**src/rtl/mag_sequencer_if.sv**
```systemverilog
// mag_sequencer_if: panel-side controls and latch-side outputs of the magnetron sequencer
interface mag_sequencer_if #(
  parameter int TW = 8
);
  logic          tick;
  logic          start;
  logic          stop;
  logic          door_closed;
  logic [1:0]    power_level;
  logic [TW-1:0] cook_time;
  logic          mag_set;
  logic          mag_reset;
  logic          mag_on;
  logic          busy;
  logic          done;
  logic [TW-1:0] remaining;
  modport master (
    output tick, start, stop, door_closed, power_level, cook_time,
    input  mag_set, mag_reset, mag_on, busy, done, remaining
  );
  modport slave (
    input  tick, start, stop, door_closed, power_level, cook_time,
    output mag_set, mag_reset, mag_on, busy, done, remaining
  );
endinterface

```
**src/rtl/mag_sequencer.sv**
```systemverilog
// mag_sequencer: magnetron latch sequencer with duty windows and cook timer; MAG_SOFTSTART_EN halves the first window after each start/resume
module mag_sequencer #(
  parameter int PERIOD = 10,
  parameter int TW     = 8
) (
  input logic            clk,
  input logic            rst_n,
  mag_sequencer_if.slave bus
);
  localparam int WW = $clog2(PERIOD + 1);
  typedef enum logic [2:0] {INIT, IDLE, HEAT, REST, PAUSE} state_t;
  state_t        r_state, w_nxt;
  logic [WW-1:0] r_win, w_win, w_win_inc, w_on, w_on_norm;
  logic [1:0]    r_pwr, w_pwr;
  logic [TW-1:0] r_rem, w_rem, w_rem_dec;
  logic          r_set, r_rst, r_on, r_busy, r_done;
  logic          w_set, w_rst, w_done, w_cook, w_halt, w_adv, w_load;
  assign w_cook    = r_state == HEAT || r_state == REST;
  assign w_halt    = !bus.door_closed || bus.stop;
  assign w_adv     = w_cook && !w_halt && bus.tick;
  assign w_rem_dec = r_rem - 1'b1;
  assign w_win_inc = r_win + 1'b1;
  assign w_on_norm = WW'((PERIOD * (int'(r_pwr) + 1)) / 4);
`ifdef MAG_SOFTSTART_EN
  logic r_first;
  assign w_on = (r_first && w_on_norm > WW'(1)) ? w_on_norm >> 1 : w_on_norm;
  // first window after a start/resume is the soft one; it ends on entering REST
  always_ff @(posedge clk or negedge rst_n) begin
    if (!rst_n) r_first <= 1'b0;
    else        r_first <= w_load || (r_first && w_nxt != REST);
  end
`else
  assign w_on = w_on_norm;
`endif
  // state register
  always_ff @(posedge clk or negedge rst_n) begin
    if (!rst_n) r_state <= INIT;
    else        r_state <= w_nxt;
  end
  // next state: door/stop beat tick, completion beats window change
  always_comb begin
    w_nxt = r_state;
    case (r_state)
      INIT:  w_nxt = IDLE;
      IDLE:  w_nxt = (bus.start && bus.door_closed && bus.cook_time != '0) ? HEAT : IDLE;
      HEAT:  w_nxt = w_halt ? PAUSE : !bus.tick ? HEAT : w_rem_dec == '0 ? IDLE :
                     (w_win_inc == w_on && w_on < WW'(PERIOD)) ? REST : HEAT;
      REST:  w_nxt = w_halt ? PAUSE : !bus.tick ? REST : w_rem_dec == '0 ? IDLE :
                     w_win_inc == WW'(PERIOD) ? HEAT : REST;
      PAUSE: w_nxt = bus.stop ? IDLE : (bus.start && bus.door_closed) ? HEAT : PAUSE;
      default: w_nxt = INIT;
    endcase
  end
  // pulses and datapath next values, derived from the transition taken
  always_comb begin
    w_load = (r_state == IDLE || r_state == PAUSE) && w_nxt == HEAT;
    w_set  = r_state != HEAT && w_nxt == HEAT;
    w_rst  = r_state == INIT || (r_state == HEAT && w_nxt != HEAT);
    w_done = w_cook && w_nxt == IDLE;
    w_pwr  = w_load ? bus.power_level : r_pwr;
    w_rem  = (r_state == IDLE && w_load) ? bus.cook_time :
             (r_state == PAUSE && w_nxt == IDLE) ? '0 : w_adv ? w_rem_dec : r_rem;
    w_win  = (w_nxt == PAUSE || w_set || (w_adv && w_win_inc == WW'(PERIOD))) ? '0 :
             w_adv ? w_win_inc : r_win;
  end
  // registered outputs and datapath
  always_ff @(posedge clk or negedge rst_n) begin
    if (!rst_n) begin
      r_set  <= 1'b0;
      r_rst  <= 1'b0;
      r_on   <= 1'b0;
      r_busy <= 1'b0;
      r_done <= 1'b0;
      r_rem  <= '0;
      r_win  <= '0;
      r_pwr  <= '0;
    end else begin
      r_set  <= w_set;
      r_rst  <= w_rst;
      r_on   <= w_nxt == HEAT;
      r_busy <= w_nxt inside {HEAT, REST, PAUSE};
      r_done <= w_done;
      r_rem  <= w_rem;
      r_win  <= w_win;
      r_pwr  <= w_pwr;
    end
  end
  assign bus.mag_set   = r_set;
  assign bus.mag_reset = r_rst;
  assign bus.mag_on    = r_on;
  assign bus.busy      = r_busy;
  assign bus.done      = r_done;
  assign bus.remaining = r_rem;
endmodule

```
**src/flat_wrapper.sv**
```systemverilog
// flat-port wrapper written by rule: the top's interface ports become plain ports
module mag_sequencer_flat 
#(
  parameter int PERIOD = 10,
  parameter int TW     = 8
)
  (clk, rst_n, bus_tick, bus_start, bus_stop, bus_door_closed, bus_power_level, bus_cook_time, bus_mag_set, bus_mag_reset, bus_mag_on, bus_busy, bus_done, bus_remaining);
  mag_sequencer_if #(.TW(TW)) bus_i ();
  input logic clk;
  input logic rst_n;
  input wire logic [$bits(bus_i.tick)-1:0] bus_tick;
  input wire logic [$bits(bus_i.start)-1:0] bus_start;
  input wire logic [$bits(bus_i.stop)-1:0] bus_stop;
  input wire logic [$bits(bus_i.door_closed)-1:0] bus_door_closed;
  input wire logic [$bits(bus_i.power_level)-1:0] bus_power_level;
  input wire logic [$bits(bus_i.cook_time)-1:0] bus_cook_time;
  output wire logic [$bits(bus_i.mag_set)-1:0] bus_mag_set;
  output wire logic [$bits(bus_i.mag_reset)-1:0] bus_mag_reset;
  output wire logic [$bits(bus_i.mag_on)-1:0] bus_mag_on;
  output wire logic [$bits(bus_i.busy)-1:0] bus_busy;
  output wire logic [$bits(bus_i.done)-1:0] bus_done;
  output wire logic [$bits(bus_i.remaining)-1:0] bus_remaining;
  assign bus_i.tick = bus_tick;
  assign bus_i.start = bus_start;
  assign bus_i.stop = bus_stop;
  assign bus_i.door_closed = bus_door_closed;
  assign bus_i.power_level = bus_power_level;
  assign bus_i.cook_time = bus_cook_time;
  assign bus_mag_set = bus_i.mag_set;
  assign bus_mag_reset = bus_i.mag_reset;
  assign bus_mag_on = bus_i.mag_on;
  assign bus_busy = bus_i.busy;
  assign bus_done = bus_i.done;
  assign bus_remaining = bus_i.remaining;
  mag_sequencer #(.PERIOD(PERIOD), .TW(TW)) u_core (.clk(clk), .rst_n(rst_n), .bus(bus_i));
endmodule
```
**config.mk**
```make
export PLATFORM = sky130hd
export DESIGN_NAME = mag_sequencer_flat
export DESIGN_NICKNAME = d
export VERILOG_FILES = /design/src/rtl/mag_sequencer_if.sv /design/src/rtl/mag_sequencer.sv /design/src/flat_wrapper.sv
export SDC_FILE = /design/constraint.sdc
export NUM_CORES = 1
export LEC_CHECK = 0
export BUFFER_PORTS_ARGS = -buffer_cell sky130_fd_sc_hd__buf_2
export CAP_MARGIN = 15
export CORE_MARGIN = 5
export CORE_UTILIZATION = 50
export CTS_CLUSTER_DIAMETER = 120
export DETAILED_ROUTE_END_ITERATION = 6
export PLACE_DENSITY = 0.74
export SLEW_MARGIN = 10
export SYNTH_ARGS = -nofsm -noshare
export SYNTH_HDL_FRONTEND = slang
export SYNTH_SLANG_ARGS = --single-unit
```
**constraint.sdc**
```tcl
create_clock -name clk -period 2.6 [get_ports clk]
set_input_delay 0.52 -clock clk [delete_from_list [all_inputs] [get_ports clk]]
set_output_delay 0.52 -clock clk [all_outputs]
set_load 0.01 [all_outputs]
```
==> Word level (Yosys, flattened, before mapping) <==
Cells that the tools add are included.
{ "classes": {"n_addsub": 4, "mul": 1, "n_div": 0, "order_cmp": 1, "eq_ne": 12, "shift": 0, "muxes": 17, "bitwise": 1, "reduce_logical": 26} }
{ "op_table": {"columns": ["operator", "n"], "rows": [
  ["$mux 3", 8],
  ["$mux 8", 3],
  ["$pmux 3 s5", 1],
  ["$eq 3x2->1 const B", 4],
  ["$logic_and 1x1->1", 12],
  ["$logic_not 8->1", 1],
  ["$mux 4", 2],
  ["$reduce_bool 8->1", 1],
  ["$sub 8x1->8 const B", 1],
  ["$eq 3x1->1 const B", 2],
  ["$eq 3x3->1 const B", 2],
  ["$logic_or 1x1->1", 6],
  ["$ne 3x2->1 const B", 2],
  ["$reduce_bool 3->1", 2],
  ["$mul 3x3->5 const A", 1],
  ["$add 4x1->4", 1],
  ["$add 4x1->4 const B", 1],
  ["$eq 4x4->1", 1],
  ["$eq 4x4->1 const B", 1],
  ["$lt 4x4->1 const B", 1],
  ["$add 2x1->3 const B", 1],
  ["$logic_not 3->1", 1],
  ["$logic_not 1->1", 2],
  ["$mux 1", 2],
  ["other kinds (3)", 3]
]} }
{ "word_totals": {"ff_bits": 22, "latch_bits": 0, "mem_bits_rw": 0, "mem_bits_ro": 0, "inputBits": 16, "out_inout_bits": 13, "wordCells": 71, "memories": 0} }

==> Longest topological paths before layout <==
{ "logic_depth": {"depth_word": 16, "mapped_depth": 7, "mapped_depth_nobuf": 7} }

==> Worst setup path before layout <==
No wires, ideal clock.
{ "synth_path": {"path_kind": "register to register", "start": "register u_core.r_rem[0] (netlist: u_core.bus.remaining[0])", "end": "register u_core.r_set (netlist: u_core.bus.mag_set)", "setup_ns": 0.120, "arrival_ns": 1.986, "t_required_ns": 2.480, "setup_slack_ns": 0.494, "stages_incl_launch_ff": 8, "cell_sequence": "dfrtp_1 > inv_1 > ha_1 > xnor2_1 > nand4_1 > or3_1 > a311o_1 > and2_2"} }
{ "synth_via": {"elab_chain_cells": 8} }
{ "synth_lines": {"columns": ["element", "line_no", "source"], "rows": [
  ["start: declaration", "mag_sequencer.sv:15", "logic [TW-1:0] r_rem, w_rem, w_rem_dec;"],
  ["start signal: assignment", "mag_sequencer.sv:83", "r_rem <= w_rem;"],
  ["$sub 8x1->8 *", "mag_sequencer.sv:21", "assign w_rem_dec = r_rem - 1'b1;"],
  ["$logic_not 8->1 *", "mag_sequencer.sv:46, mag_sequencer.sv:48", null],
  ["$mux 3 (on tied branches) (3 in series)", "mag_sequencer.sv:48, mag_sequencer.sv:46", null],
  ["$pmux 3 s5 *", "mag_sequencer.sv:43", "case (r_state)"],
  ["$eq 3x2->1 *", "mag_sequencer.sv:57", "w_set = r_state != HEAT && w_nxt == HEAT;"],
  ["$logic_and 1x1->1 *", "mag_sequencer.sv:57", null],
  ["net u_core.w_set", "mag_sequencer.sv:17", "logic w_set, w_rst, w_done, w_cook, w_halt, w_adv, w_load;"],
  ["end signal: assignment", "mag_sequencer.sv:78", "r_set <= w_set;"],
  ["end: declaration", "mag_sequencer.sv:16", "logic r_set, r_rst, r_on, r_busy, r_done;"]
]} }
Mark *: on every way through the listed nets, which the timed path passes. The rest lies on a longest branch.
A chain may end at the register's enable or synchronous reset.

==> Worst setup path in the final report <==
{ "layout_path": {"start": "register u_core.r_rem[0] (netlist: u_core.bus.remaining[0])", "end": "register u_core.r_win[3]"} }
{ "layout_via": {"elab_chain_cells": 11} }
{ "layout_lines": {"columns": ["element", "line_no", "source"], "rows": [
  ["$sub 8x1->8 *", "mag_sequencer.sv:21", null],
  ["$logic_not 8->1 *", "mag_sequencer.sv:46, mag_sequencer.sv:48", null],
  ["$mux 3 (on tied branches) (3 in series)", "mag_sequencer.sv:48, mag_sequencer.sv:46", null],
  ["$pmux 3 s5 *", "mag_sequencer.sv:43", null],
  ["$eq 3x2->1", "mag_sequencer.sv:57", null],
  ["$logic_and 1x1->1", "mag_sequencer.sv:57", null],
  ["$logic_or 1x1->1 * (2 in series)", "mag_sequencer.sv:63", "w_win = (w_nxt == PAUSE || w_set || (w_adv && w_win_inc == WW'(PERIOD))) ? '0 :"],
  ["$mux 4 or $reduce_bool 2->1 (tied branches)", null, null],
  ["end signal: assignment", "mag_sequencer.sv:84", "r_win <= w_win;"],
  ["end: declaration", "mag_sequencer.sv:13", "logic [WW-1:0] r_win, w_win, w_win_inc, w_on, w_on_norm;"]
]} }
Mark *: on every way between the ends. The rest lies on a longest branch, timed or not.

==> results.json <==
{
  "end_kind": "flip-flop",
  "postCtsHoldBufs": 0,
  "setup.worst_path.class": "flip-flop to flip-flop",
  "multi_input_area_sq_um": 783,
  "grt_pass1_vias": 1248,
  "worst_pin_slew_ns": 0.759,
  "flops_latches_synth": 22,
  "fillCellCount": 241,
  "hold_class": "primary input to async pin",
  "wirelength_um": 3210,
  "clock-sinks": 22,
  "gr-usage-all-layers": 0.170,
  "power_density_mw_per_mm2": 920,
  "wire_length_of_the_first_global_routing_pass_um": 5510,
  "synth_warnings": 0,
  "leakage_nw": 0.807,
  "timing.critical_path.arrival_ns": 2.49,
  "synth_enable_flop_cells": 0,
  "dr.first_iter.drc_count": 87,
  "syn-mean-instance-area_sq_um": 9.49,
  "start_util": 0.515,
  "whs_ns": 0.152,
  "ys_seq_area_frac": 0.395,
  "root_buffer": "sky130_fd_sc_hd__clkbuf_4",
  "vias": 1231,
  "drv_slew": 0,
  "worst_skew_pair.late_latency_ns": 0.31,
  "count_of_inserted_antenna_diode_cells": 0,
  "place_hpwl_um": 2510,
  "area_growth_pct": 16.4,
  "grt-ovfl-total": 0,
  "design.die.area_sq_mm": 0.00395,
  "core_box_area_sq_mm": 0.00271,
  "detail-route-antenna-nets": 0,
  "setup_repair_after_global_routing_missed_its_margin": "false",
  "via_per_inst": 5.83,
  "regToRegEndpoint": "u_core.r_win[3]",
  "critical_path_start": "u_core.bus.remaining[0]",
  "final_period_minus_worst_setup_slack_ns": 2.27,
  "dominantRegCellSynth": "sky130_fd_sc_hd__dfrtp_1",
  "path_max_fanout": 6,
  "post_route_cells_drive_above_1_share": 0.267,
  "final-seq-area_sq_um": 551,
  "std_cell_rows": 19,
  "synthCells": 147,
  "floorplan.die.width_um": 62.8,
  "power.total_mw": 1.49,
  "cts_setup_buffers": 0,
  "drc_violation_count_after_routing": 0,
  "grt_start_max_net_pins": 23,
  "antenna_found_initial": 0,
  "timing.setup.tns_ns": 0,
  "clock_skew_ns": 0.00291,
  "post-route-cell-area_sq_mm": 0.00162,
  "max-cap-violations": 0,
  "worst_r2r_startpoint": "u_core.bus.remaining[0]",
  "nets": 204,
  "max-slew-margin-rel": 0.494,
  "gpl.final_weighted_congestion": 0.812,
  "r2r_cells": 7,
  "dp.cells": 207,
  "tritoncts_buffers": 3,
  "htree_num_levels": 1,
  "placed_area_sq_mm": 0.00159,
  "detail_route.first_pass.iterations": 4,
  "timing.final.setup_violations": 0,
  "run_status": "finished, final reports clean",
  "timing.final.crit_share": 0.873,
  "overall_die_height_um": 62.8,
  "syn_area_sq_mm": 0.00140,
  "port_buffer_cells": 28,
  "synthDistinctLibCells": 48,
  "ff2ff_setup_slack_ns": 0.33,
  "tritoncts": "done",
  "wl_per_cell_um": 15.2,
  "final_cells": 211,
  "critical_path.startpoint_type": "flip-flop",
  "timing_hold_violations_final": 0,
  "irDropWorstVdd_v": 0.000608,
  "fmax_mhz": 440,
  "required_time_of_the_critical_path_ns": 2.82,
  "synthArstFlopShare": 1.00,
  "clk_pin_slew_ns": 0.12,
  "postCtsResizedCells": 0,
  "synth.net_count": 170,
  "pin_count": 29,
  "max-clock-path-buffers": 2
}
[area by class of cell]
type / count / area share
Timing Repair Buffer: 31 / 0.100
Clock buffer: 4 / 0.0223
Sequential cell: 22 / 0.339
Inverter: 14 / 0.0324
Multi-Input combinational cell: 109 / 0.482
Tap cell: 31 / 0.0239
[cells in the final DEF, fill, tap and decap left out, types with 2 or more instances in the layout]
cell type	instances
sky130_fd_sc_hd__a211oi_1	7
sky130_fd_sc_hd__or2_2	4
sky130_fd_sc_hd__nor4_1	2
sky130_fd_sc_hd__a22oi_1	2
sky130_fd_sc_hd__inv_1	14
sky130_fd_sc_hd__a21oi_1	11
sky130_fd_sc_hd__nand2_1	11
sky130_fd_sc_hd__xnor2_1	5
sky130_fd_sc_hd__and3_2	2
sky130_fd_sc_hd__nand3_1	7
sky130_fd_sc_hd__ha_1	7
sky130_fd_sc_hd__dfrtp_1	22
sky130_fd_sc_hd__and3_1	3
sky130_fd_sc_hd__nand4_1	2
sky130_fd_sc_hd__o21ai_0	3
sky130_fd_sc_hd__nor2_1	7
sky130_fd_sc_hd__buf_2	28
sky130_fd_sc_hd__xor2_1	3
sky130_fd_sc_hd__a32oi_1	5
sky130_fd_sc_hd__clkbuf_4	3
sky130_fd_sc_hd__buf_4	3
[flip-flops by register name, indices dropped and copies added, names as in the netlist]
signal	flops
u_core.bus.busy	1
u_core.bus.done	1
u_core.bus.mag_on	1
u_core.bus.mag_reset	1
u_core.bus.mag_set	1
u_core.bus.remaining	8
u_core.r_pwr	2
u_core.r_state	3
u_core.r_win	4
[cells by family (layout without fill, tap and decap cells)]
| group | after synthesis | count (layout) | share of synthesized area |
|---|---|---|---|
| fa+ha+maj | 7 | 7 | 0.0628 |
| compound gates | 40 | 40 | 0.203 |
| buf+inv | 16 | 49 | 0.0439 |
| simple gates | 52 | 52 | 0.221 |
| mux | 1 | 1 | 0.00807 |
| flops | 22 | 22 | 0.395 |
| xor+xnor | 9 | 9 | 0.0673 |
[cells in the mapped netlist (2+ instances only)]
| cell type | n | area share |
|---|---|---|
| sky130_fd_sc_hd__and3_1 | 3 | 0.013 |
| sky130_fd_sc_hd__nand4_1 | 2 | 0.0090 |
| sky130_fd_sc_hd__a32oi_1 | 5 | 0.031 |
| sky130_fd_sc_hd__nor4_1 | 2 | 0.0090 |
| sky130_fd_sc_hd__and3_2 | 2 | 0.011 |
| sky130_fd_sc_hd__a22oi_1 | 2 | 0.011 |
| sky130_fd_sc_hd__or2_2 | 4 | 0.018 |
| sky130_fd_sc_hd__xor2_1 | 3 | 0.019 |
| sky130_fd_sc_hd__dfrtp_1 | 22 | 0.39 |
| sky130_fd_sc_hd__ha_1 | 7 | 0.063 |
| sky130_fd_sc_hd__nand2_1 | 11 | 0.030 |
| sky130_fd_sc_hd__a211oi_1 | 7 | 0.038 |
| sky130_fd_sc_hd__nor2_1 | 7 | 0.019 |
| sky130_fd_sc_hd__xnor2_1 | 5 | 0.031 |
| sky130_fd_sc_hd__inv_1 | 14 | 0.038 |
| sky130_fd_sc_hd__a21oi_1 | 11 | 0.039 |
| sky130_fd_sc_hd__nand3_1 | 7 | 0.025 |
| sky130_fd_sc_hd__o21ai_0 | 3 | 0.011 |
[worst max-delay path, stage by stage (launching register included)]
cell	delay, ns
sky130_fd_sc_hd__dfrtp_1	0.47
sky130_fd_sc_hd__inv_1	0.09
sky130_fd_sc_hd__ha_1	0.25
sky130_fd_sc_hd__xnor2_1	0.17
sky130_fd_sc_hd__nand4_1	0.13
sky130_fd_sc_hd__or3_1	0.39
sky130_fd_sc_hd__a311o_1	0.44
sky130_fd_sc_hd__a211oi_1	0.24
[report_power, final]
part,internal (mW),total (mW),switching (mW)
Combinational,0.348,0.727,0.379
Sequential,0.448,0.577,0.129
Clock,0.0855,0.190,0.105
Total,0.881,1.49,0.613
[per-stage QoR]
stage	worst slack, ns	util
3_3_place_gp	0.370	0.586
4_1_cts	0.321	0.599
6_report	0.329	0.599
5_1_grt	0.172	0.599
2_1_floorplan	0.494	-
3_5_place_dp	0.348	0.586
[worst max-delay path by stage]
| stage | to | slack, ns | depth (start not counted) |
|---|---|---|---|
| floorplan | u_core.bus.mag_set | 0.49 | 7 |
| global placement | u_core.r_pwr[0] | 0.37 | 4 |
| detailed placement | u_core.bus.remaining[5] | 0.35 | 6 |
| finish | u_core.r_win[3] | 0.33 | 7 |
| global route | u_core.r_win[2] | 0.17 | 7 |
| CTS | u_core.r_win[1] | 0.32 | 7 |
[layer usage]
| layer | wire length, um | up-vias | track usage |
|---|---|---|---|
| li1 | - | 609 | - |
| met1 | 1500 | 579 | 0.225 |
| met2 | 1540 | 39 | 0.272 |
| met3 | 144 | 4 | 0.0288 |
| met4 | 26 | 0 | 0.0690 |
| met5 | 0 | - | 0 |
Note: power is estimated with default switching activity, not from simulation.
